`src/rtl/multi_debouncer.sv`:
```
// N-channel pushbutton conditioner: synchronise, debounce and edge-detect each input,
// with press/release pulses and a long-press hold pulse that can auto-repeat.
module multi_debouncer #(
  parameter int N_CH            = 4,
  parameter int DEBOUNCE_CYCLES = 500000,
  parameter int HOLD_CYCLES     = 50000000,
  parameter int REPEAT_CYCLES   = 10000000,
  parameter int ACTIVE_LOW      = 1
) (
  input  logic            clk,
  input  logic            reset,
  input  logic [N_CH-1:0] button,
  output logic [N_CH-1:0] level,
  output logic [N_CH-1:0] press_pulse,
  output logic [N_CH-1:0] release_pulse,
  output logic [N_CH-1:0] hold_pulse,
  output logic            any_pressed
);

  typedef enum logic [1:0] {IDLE, PRESSED, HELD} state_t;

  localparam logic IDLE_RAW = (ACTIVE_LOW != 0) ? 1'b1 : 1'b0;
  localparam int CW = $clog2(DEBOUNCE_CYCLES + 1);
  localparam logic [CW-1:0] CNT_LAST = CW'(DEBOUNCE_CYCLES - 1);
  localparam int TMAX = (HOLD_CYCLES > REPEAT_CYCLES) ? HOLD_CYCLES : REPEAT_CYCLES;
  localparam int TW = (TMAX > 0) ? $clog2(TMAX + 1) : 1;
  localparam logic [TW-1:0] HOLD_LAST = (HOLD_CYCLES > 0) ? TW'(HOLD_CYCLES - 1) : '0;
  localparam logic [TW-1:0] REP_LAST = (REPEAT_CYCLES > 0) ? TW'(REPEAT_CYCLES - 1) : '0;

  logic [N_CH-1:0] level_next;

  for (genvar i = 0; i < N_CH; i++) begin : g_ch
    logic [1:0]    sync;
    logic          p_sync;
    logic [CW-1:0] cnt;
    logic          accept;
    logic          lvl_q;
    logic          press_q;
    logic          rel_q;
    logic          hold_q;
    logic [TW-1:0] timer;
    state_t        state;

    // Counting D mismatching cycles (terminal value reached on the D-th) gives
    // acceptance exactly 1+D edges after the raw change is first sampled.
    assign p_sync        = sync[1] ^ IDLE_RAW;
    assign accept        = (p_sync != lvl_q) && (cnt == CNT_LAST);
    assign level_next[i] = accept ? p_sync : lvl_q;

    assign level[i]         = lvl_q;
    assign press_pulse[i]   = press_q;
    assign release_pulse[i] = rel_q;
    assign hold_pulse[i]    = hold_q;

    always_ff @(posedge clk or posedge reset) begin
      if (reset) begin
        sync    <= {2{IDLE_RAW}};
        cnt     <= '0;
        lvl_q   <= 1'b0;
        press_q <= 1'b0;
        rel_q   <= 1'b0;
        hold_q  <= 1'b0;
        timer   <= '0;
        state   <= IDLE;
      end else begin
        sync    <= {sync[0], button[i]};
        press_q <= 1'b0;
        rel_q   <= 1'b0;
        hold_q  <= 1'b0;

        if (p_sync == lvl_q || accept) cnt <= '0;
        else                           cnt <= cnt + 1'b1;

        // An accepted release wins over a hold timer expiring on the same edge.
        if (accept) begin
          lvl_q <= p_sync;
          timer <= '0;
          if (p_sync) begin
            press_q <= 1'b1;
            state   <= PRESSED;
          end else begin
            rel_q <= 1'b1;
            state <= IDLE;
          end
        end else begin
          case (state)
            PRESSED: begin
              if (HOLD_CYCLES > 0) begin
                if (timer == HOLD_LAST) begin
                  hold_q <= 1'b1;
                  state  <= HELD;
                  timer  <= '0;
                end else begin
                  timer <= timer + 1'b1;
                end
              end
            end
            HELD: begin
              if (REPEAT_CYCLES > 0) begin
                if (timer == REP_LAST) begin
                  hold_q <= 1'b1;
                  timer  <= '0;
                end else begin
                  timer <= timer + 1'b1;
                end
              end else if (timer != '1) begin
                timer <= timer + 1'b1;
              end
            end
            default: timer <= '0;
          endcase
        end
      end
    end
  end

  always_ff @(posedge clk or posedge reset) begin
    if (reset) any_pressed <= 1'b0;
    else       any_pressed <= |level_next;
  end

endmodule
```
`config.mk`:
```
export PLATFORM = sky130hd
export DESIGN_NAME = multi_debouncer
export DESIGN_NICKNAME = d
export VERILOG_FILES = /design/src/rtl/multi_debouncer.sv
export SDC_FILE = /design/constraint.sdc
export NUM_CORES = 1
export LEC_CHECK = 0
export CORE_MARGIN = 2
export CORE_UTILIZATION = 27
export CTS_BUF_LIST = sky130_fd_sc_hd__clkbuf_16
export DETAILED_ROUTE_END_ITERATION = 10
export SLEW_MARGIN = 20
export SYNTH_ARGS = -nofsm -noshare
export SYNTH_HDL_FRONTEND = slang
export SYNTH_SLANG_ARGS = --single-unit
```
`constraint.sdc`:
```
create_clock -name clk -period 9.36 [get_ports clk]
set_input_delay 1.872 -clock clk [delete_from_list [all_inputs] [get_ports clk]]
set_output_delay 1.872 -clock clk [all_outputs]
set_load 0.005 [all_outputs]
```
==> results of run 1 <==
final cells by class:
type,instances,area [um2],share of cell area
clock buffer,25,626,0.0522
inverter,35,139,0.0116
clock inverter,20,138,0.0115
sequential,213,5340,0.445
timing repair buffer,23,228,0.0190
multi-input combinational,788,4870,0.406
tap,518,648,0.0540
layout by cell type, fill, tap and decap left out, types with 9 or more instances in the layout:
cell type and instances:
nand3_1 70, nor3_1 24, dfrtp_1 205, or4_1 9, and3_1 27, and4_1 26, nor2_1 216, nand4_1 44
xor2_1 87, nand2_1 69, inv_1 41, ha_1 20, nor4b_1 9, clkbuf_16 25, clkdlybuf4s50_1 22, xnor2_1 83
nor4_1 25
how the worst max path moves through the flow:
stage / start / cells past startpoint / slack, ns / to
detailed placement: reset / 3 / 5.19 / g_ch[0].timer[12]$_DFF_PP0_
global placement: reset / 3 / 5.21 / g_ch[0].timer[22]$_DFF_PP0_
CTS: reset / 3 / 5.74 / g_ch[0].timer[24]$_DFF_PP0_
global route: reset / 3 / 5.50 / g_ch[0].timer[21]$_DFF_PP0_
finish: reset / 3 / 5.86 / g_ch[0].timer[20]$_DFF_PP0_
floorplan: reset / 1 / 1.68 / any_pressed$_DFF_PP0_
power by group through the flow:
stage / registers [mW] / logic, mW / clock network (mW)
finish: 0.935 / 0.0347 / 0.903
global route: 0.935 / 0.0420 / 0.980
CTS: 0.935 / 0.0372 / 0.938
detailed placement: 0.951 / 0.0371 / 0
global placement: 0.951 / 0.0364 / 0
floorplan: 0.950 / 0.0260 / 0
stage by stage:
| step | hold WS [ns] | util |
|---|---|---|
| 2_1_floorplan | 0.345 | - |
| 5_1_grt | 0.356 | 0.310 |
| 4_1_cts | 0.352 | 0.309 |
| 3_3_place_gp | 0.347 | 0.290 |
| 3_5_place_dp | 0.347 | 0.290 |
| 6_report | 0.353 | 0.310 |
cells in the mapped netlist, types with 14 or more instances:
cell	number	area share
and3_1	27	0.016
and4_1	26	0.021
buf_4	19	0.013
clkbuf_1	14	0.0050
dfrtp_1	205	0.48
ha_1	20	0.024
inv_1	35	0.012
nand2_1	69	0.024
nand3_1	70	0.033
nand4_1	44	0.026
nor2_1	216	0.076
nor3_1	24	0.011
nor4_1	25	0.015
xnor2_1	83	0.069
xor2_1	87	0.072
state kept, by name, summed over array words and instances (netlist names):
name,cells
g_ch.cnt,76
g_ch.timer,104
g_ch.state,8
g_ch.rel_q,4
g_ch.lvl_q,4
any_pressed,1
g_ch.sync,8
g_ch.press_q,4
g_ch.hold_q,4
kinds of logic (layout without fill, tap and decap cells):
family                   after synthesis  count (layout)  share of synthesized area
XOR/XNOR                             170             170                      0.140
flip-flops                           213             213                      0.503
multiplexers                           4               4                    0.00401
buffers and inverters                 78             103                     0.0378
AND/OR/NAND/NOR                      558             558                      0.266
AO/OA/AOI/OAI                         36              36                     0.0249
adder cells (fa/ha/maj)               20              20                     0.0236
per-layer routing:
metal	up-vias	global-route usage	wire length [um]
li1	3687	-	-
met1	3585	0.134	9680
met2	85	0.168	9520
met3	32	0.0169	578
met4	0	0.0339	529
met5	-	0	0
==> flow_metrics.tcl, run 1 <==
set metrics [dict create \
    crit_fanout 137 \
    cts.sinks 213 \
    clkPwrFrac 0.482 \
    routabilityCongestion 0.811 \
    cpMaxStageDelayCell "buf_4" \
    ys_seq_elements 213 \
    htreeDepth 1 \
    internal_power_mw 1.47 \
    nets 1112 \
    clockBufferDepth 3 \
    min_path_cells 0 \
    crit_path_start_kind "primary input" \
    cp_cell_sequence "clkdlybuf4s50_1, inv_8, buf_4" \
    cpLargestDelayFamily "buffers and inverters" \
    num_rows 72 \
    synth_area_um2 10600 \
    io_pins 23 \
    ys_seq_area_frac 0.503 \
    cts_tree "built" \
    start_util 0.274 \
    cts_buffers 25 \
    hold_viol 0 \
    grt_max_degree 138 \
    vdd_ir_drop_max_mv 0.113 \
    reg2reg_from "g_ch[3].cnt[0]$_DFF_PP0_" \
    syn_avg_cell_area_um2 9.83 \
    fmax_mhz 286 \
    synth_cell_type_count 53 \
    grt_pass1_wl_um 35600 \
    fin_crit_ns 3.50 \
    drive_gt1_frac 0.0444 \
    dp.cells 1577 \
    fin_tns_setup_ns 0 \
    r2r_end "g_ch[3].timer[22]$_DFF_PP0_" \
    status "completed" \
    grt_pass1_vias 7382 \
    port_buffers 22 \
    overflow 0 \
    die_area_um2 40900 \
    wirelength_um 20300 \
    synth_flop_cell "dfrtp_1" \
    finalCritPeriodShare 0.374 \
    placed_cell_area_um2 11200 \
    cts_setup_buffers 0 \
    areaGrowthSynthToFinish_pct 13.0 \
    reg2reg_depth 6 \
    viasPerCell 4.56 \
    n_antenna_cell 0 \
    instances_no_fill 1622 \
    drc 0 \
    clk_pin_slew_ns 0.06 \
    synth_edf_count 0 \
    ant_nets 0 \
    leakagePower_nw 4.73 \
    num-fill-cells 4012 \
    maxCapViolations 0 \
    seq_power_share 0.499 \
    switchingPower_mw 0.401 \
    dp_hpwl_um 13600 \
    syn-num-nets 1105 \
    finish.instance_area_um2 12000 \
    power.density_nw_per_um2 156 \
    rsz0062_at_grt "false" \
    netlist_instances 1079 \
    vias 7389 \
    hold_end "g_ch[0].sync[1]$_DFF_PP1_" \
    cts-root-buf "clkbuf_16" \
    critPathMaxStageDelay_ns 0.83 \
    die_width_um 202 \
    antenna_found_initial 0 \
    async_flop_share 1.00 \
    wl_per_cell_um 12.5 \
    drtPass1Iterations 5 \
    combPwrFrac 0.019 \
    cp.required_ns 9.86 \
    hp-start "g_ch[0].sync[0]$_DFF_PP1_" \
    maxSlewViolCount 0 \
    die_y_um 202 \
    swShare 0.214 \
    yosys_warnings 0 \
    setup_ws_ns 5.86 \
    tightest_slew_ns 0.965 \
    first_iter_violations 402 \
    finClkSkew_ns 0.0122 \
    min_path_type "flop to flop" \
    core_um2 38700 \
    clk-insertion-delay-late_ns 0.52 \
    grt.total_usage 0.101 \
    relSlewSlack 0.356 \
    rrSetupSlack_ns 6.48 \
    cp-end-kind "asynchronous set/reset pin" \
    crit_arrival_ns 4.00 \
    critPathKind "primary input to asynchronous set/reset pin" \
    cts_resized 0 \
    setup_violations 0 \
    power_mw 1.87 \
    dp_slack_ns 5.19 \
    path_buf_inv 3 \
    cts_hold_buffers 0 \
]
Power figures use the tool's default switching activity.
==> inputs of run 2 (changes only) <==
Clock period 9.36 ns to 3.1 ns, I/O delays scaled along.
==> flow_metrics.tcl, run 2 (synthesis gave the netlist of run 1 again) <==
set metrics [dict create \
    status "completed" \
    cts.sinks 213 \
    crit_fanout 16 \
    hold_viol 0 \
    port_buffers 22 \
    finalCritPeriodShare 0.816 \
    leakagePower_nw 4.81 \
    clk_pin_slew_ns 0.06 \
    top_regs "g_ch.timer: 104 flops, g_ch.cnt: 76 flops" \
    tightest_slew_ns 0.970 \
    cts-root-buf "clkbuf_16" \
    die_y_um 202 \
    num-fill-cells 4006 \
    grt_pass1_wl_um 36300 \
    cts_setup_buffers 0 \
    hold_end "g_ch[2].sync[1]$_DFF_PP1_" \
    placed_cell_area_um2 11300 \
    routabilityCongestion 0.808 \
    r2r_end "g_ch[2].timer[8]$_DFF_PP0_" \
    final_common_cell "nor2_1" \
    wl_per_cell_um 12.6 \
    antenna_found_initial 0 \
    ant_nets 0 \
    postLayoutCoreUtil 0.314 \
    rrSetupSlack_ns 0.57 \
    reg2reg_from "g_ch[2].timer[8]$_DFF_PP0_" \
    largest_reg_flops 104 \
    vdd_ir_drop_max_mv 0.332 \
    multi_input_area_um2 4870 \
    cts_resized 0 \
    first_iter_violations 396 \
    startpoint "g_ch[2].timer[8]$_DFF_PP0_" \
    final_cell_mix "nor2_1 (216), dfrtp_1 (205), xor2_1 (87)" \
    largest-register "g_ch.timer" \
    setup_violations 0 \
    crit_arrival_ns 2.93 \
    hp-start "g_ch[2].sync[0]$_DFF_PP1_" \
    nets 1122 \
    n_antenna_cell 0 \
    viasPerCell 4.60 \
    dp_hpwl_um 13900 \
    grt.total_usage 0.104 \
    fin_crit_ns 2.53 \
    critPathKind "flop to flop" \
    drtPass1Iterations 4 \
    die_width_um 202 \
    finClkSkew_ns 0.0185 \
    core_um2 38700 \
    num_rows 72 \
    io_pins 23 \
    ff_latch_area_um2 5340 \
    cts_buffers 24 \
    cts_hold_buffers 0 \
    die_area_um2 40900 \
    dp_slack_ns 0.568 \
    vias 7504 \
    relSlewSlack 0.347 \
    crit_path_start_kind "flop" \
    wirelength_um 20600 \
    maxSlewViolCount 0 \
    clockBufferDepth 3 \
    min_path_type "flop to flop" \
    grt_max_degree 68 \
    finish.instance_area_um2 12200 \
    overflow 0 \
    start_util 0.274 \
    clk-insertion-delay-late_ns 0.52 \
    power.density_nw_per_um2 482 \
    fmax_mhz 395 \
    cp-end-kind "flop" \
    cp.required_ns 3.50 \
    htreeDepth 1 \
    rsz0062_at_grt "false" \
    drive_gt1_frac 0.0575 \
    drc 0 \
    min_path_cells 0 \
    grt_pass1_vias 7417 \
    maxCapViolations 0 \
    setup_ws_ns 0.569 \
    reg2reg_depth 6 \
    areaGrowthSynthToFinish_pct 14.5 \
    cts_tree "built" \
]
## run 2: changes by cell type in the layout (fill, tap and decap cells not counted), sizes merged
cell / before / now
bufinv: 2 / 4
clkinv: 9 / 12
buf: 1 / 12
inv: 43 / 37
## run 2: area by class of cell
type / count / share of cell area
Clock buffer: 25 / 0.0515
Sequential cell: 213 / 0.440
Tap cell: 518 / 0.0533
Inverter: 35 / 0.0111
Timing Repair Buffer: 34 / 0.0286
Clock inverter: 19 / 0.0151
Multi-Input combinational cell: 788 / 0.401
## run 2: how the worst max path moves through the flow
stage / end / slack, ns / cells after the start
6_report: g_ch[2].timer[8]$_DFF_PP0_ / 0.57 / 6
5_1_grt: g_ch[2].timer[8]$_DFF_PP0_ / 0.44 / 6
4_1_cts: g_ch[2].timer[8]$_DFF_PP0_ / 0.55 / 6
3_5_place_dp: g_ch[2].timer[8]$_DFF_PP0_ / 0.57 / 6
3_3_place_gp: g_ch[2].timer[2]$_DFF_PP0_ / 0.63 / 6
2_1_floorplan: any_pressed$_DFF_PP0_ / -0.28 / 1
## run 2: where the power goes
group,internal [mW],leakage [nW],total [mW],switching [mW]
combinational,0.0307,1.46,0.116,0.0851
clock,1.78,0.413,2.92,1.13
sequential,2.80,2.94,2.82,0.0188
total,4.62,4.81,5.85,1.24
## run 2: layer usage
metal,part of all wire,up-vias,GRT usage,wire length [um]
li1,-,3700,-,-
met1,0.48,3692,0.143,9990
met2,0.46,85,0.166,9590
met3,0.035,27,0.0171,713
met4,0.016,0,0.0323,338
met5,0,-,0,0
## run 2: worst max-delay path, cell delays in order (launching register included)
cell and delay [ns]:
dfrtp_1 0.45, or4_1 0.56, or4_1 0.51, o21a_1 0.22
o21ai_4 0.31, buf_4 0.28, nor2_1 0.08
## run 2: metrics by stage
stage	hold slack, ns	TNS (ns)	cells	total power [mW]
6_report	0.354	0	1632	5.85
5_1_grt	0.361	0	1632	6.08
4_1_cts	0.359	0	1632	5.96
3_5_place_dp	0.347	0	1588	2.99
3_3_place_gp	0.346	0	1588	2.99
2_1_floorplan	0.345	-58.15	1079	2.95
==> inputs of run 3 (changes only) <==
Clock period 3.1 ns to 2.25 ns, I/O delays scaled along.
==> flow_metrics.tcl, run 3 (synthesis gave the netlist of run 1 again) <==
set metrics [dict create \
    finClkSkew_ns 0.0130 \
    die_width_um 202 \
    cts_buffers 23 \
    port_buffers 22 \
    wirelength_um 21000 \
    die_area_um2 40900 \
    vias 7664 \
    htreeDepth 1 \
    grt_max_degree 81 \
    relSlewSlack 0.692 \
    drtPass1Iterations 5 \
    power.density_nw_per_um2 631 \
    rsz0062_at_grt "true" \
    n_antenna_cell 0 \
    drc 0 \
    clockBufferDepth 3 \
    startpoint "g_ch[0].timer[18]$_DFF_PP0_" \
    clk-insertion-delay-late_ns 0.52 \
    cts.sinks 213 \
    critical_path.endpoint "g_ch[0].timer[8]$_DFF_PP0_" \
    leakagePower_nw 5.04 \
    clk_pin_slew_ns 0.06 \
    largest_reg_flops 104 \
    nets 1157 \
    ant_nets 0 \
    num_rows 72 \
    die_y_um 202 \
    final_cell_mix "nor2_1 (214), dfrtp_1 (205), xor2_1 (87)" \
    dp_hpwl_um 14300 \
    crit_path_start_kind "flop" \
    routabilityCongestion 0.824 \
    crit_fanout 13 \
    overflow 0 \
    start_util 0.274 \
    finalCritPeriodShare 0.978 \
    crit_arrival_ns 2.60 \
    viasPerCell 4.60 \
    power_mw 7.89 \
    rrSetupSlack_ns 0.05 \
    final_common_cell "nor2_1" \
    grt.total_usage 0.105 \
    instances_no_fill 1666 \
    dp_slack_ns -0.0133 \
    reg2reg_depth 6 \
    vdd_ir_drop_max_mv 0.440 \
    antenna_found_initial 0 \
    largest-register "g_ch.timer" \
    status "completed" \
    maxCapViolations 0 \
    drive_gt1_frac 0.0906 \
    cts-root-buf "clkbuf_16" \
    areaGrowthSynthToFinish_pct 17.8 \
    grt_pass1_vias 7560 \
    cts_hold_buffers 0 \
    setup_ws_ns 0.0484 \
    dp.cells 1620 \
    min_path_type "primary input to flop" \
    io_pins 23 \
    maxSlewViolCount 0 \
    hold_viol 0 \
    cts_tree "built" \
    top_regs "g_ch.timer: 104 flops, g_ch.cnt: 76 flops" \
    fmax_mhz 454 \
    grt_pass1_wl_um 36800 \
    first_iter_violations 402 \
    cp.required_ns 2.65 \
    reg2reg_from "g_ch[0].timer[18]$_DFF_PP0_" \
    r2r_end "g_ch[0].timer[8]$_DFF_PP0_" \
    setup_violations 0 \
    tightest_slew_ns 0.457 \
    cp-end-kind "flop" \
    wl_per_cell_um 12.6 \
    core_um2 38700 \
    critPathKind "flop to flop" \
    fin_crit_ns 2.20 \
]
[run 3: metal layers]
metal | global-route usage | wire, um | vias up
met4 | 0.0313 | 345 | 0
li1 | - | - | 3786
met5 | 0 | 0 | -
met1 | 0.143 | 10100 | 3776
met3 | 0.0160 | 710 | 26
met2 | 0.171 | 9820 | 76
[run 3: worst min-delay path by stage]
| stage | endpoint | startpoint | cells after the start |
|---|---|---|---|
| final | g_ch[2].sync[0]$_DFF_PP1_ | button[2] | 1 |
| after global routing | g_ch[2].sync[0]$_DFF_PP1_ | button[2] | 1 |
| after CTS | g_ch[2].sync[0]$_DFF_PP1_ | button[2] | 1 |
| after detailed placement | g_ch[0].sync[1]$_DFF_PP1_ | g_ch[0].sync[0]$_DFF_PP1_ | 0 |
| after global placement | g_ch[2].sync[1]$_DFF_PP1_ | g_ch[2].sync[0]$_DFF_PP1_ | 0 |
| after floorplan | g_ch[0].sync[1]$_DFF_PP1_ | g_ch[0].sync[0]$_DFF_PP1_ | 0 |
[run 3: final cells by class]
cell class                 instances  area (um2)
clock buffer                      23         576
multi-input combinational        788        4900
clock inverter                    19         185
tap                              518         648
timing repair buffer              70         714
fill                            3972       26200
sequential                       213        5340
inverter                          35         135
[run 3: worst max-delay path, stage by stage, from the launching register on]
cell and delay [ns]:
dfrtp_1 0.37, or4_1 0.52, or4_4 0.53, o21ai_2 0.16
a221o_2 0.26, clkbuf_16 0.19, nor2_1 0.05
[run 3: report_power, final]
| group | switching (mW) | total [mW] | internal [mW] |
|---|---|---|---|
| sequential | 0.0260 | 3.89 | 3.86 |
| combinational | 0.118 | 0.169 | 0.0509 |
| clock | 1.52 | 3.83 | 2.31 |
[run 3: through the flow]
| step | hold slack (ns) | TNS (ns) | area (um2) | util |
|---|---|---|---|---|
| finish | 0.338 | 0 | 12500 | 0.323 |
| global route | 0.312 | -0.382 | 12500 | 0.323 |
| CTS | 0.313 | 0 | 12400 | 0.320 |
| detailed placement | 0.347 | -0.0723 | 11600 | 0.300 |
| global placement | 0.347 | 0 | 11600 | 0.300 |
| floorplan | 0.345 | -199.57 | 10600 | - |
[run 3: what timing repair did]
item / in CTS / in global routing
resized for setup: 1 / 12
buffers inserted: 0 / 2
cloned: 0 / 2
endpoints found under the hold margin: 0 / 0
pin swaps: 0 / 3
endpoints found under the setup margin: 26 / 82
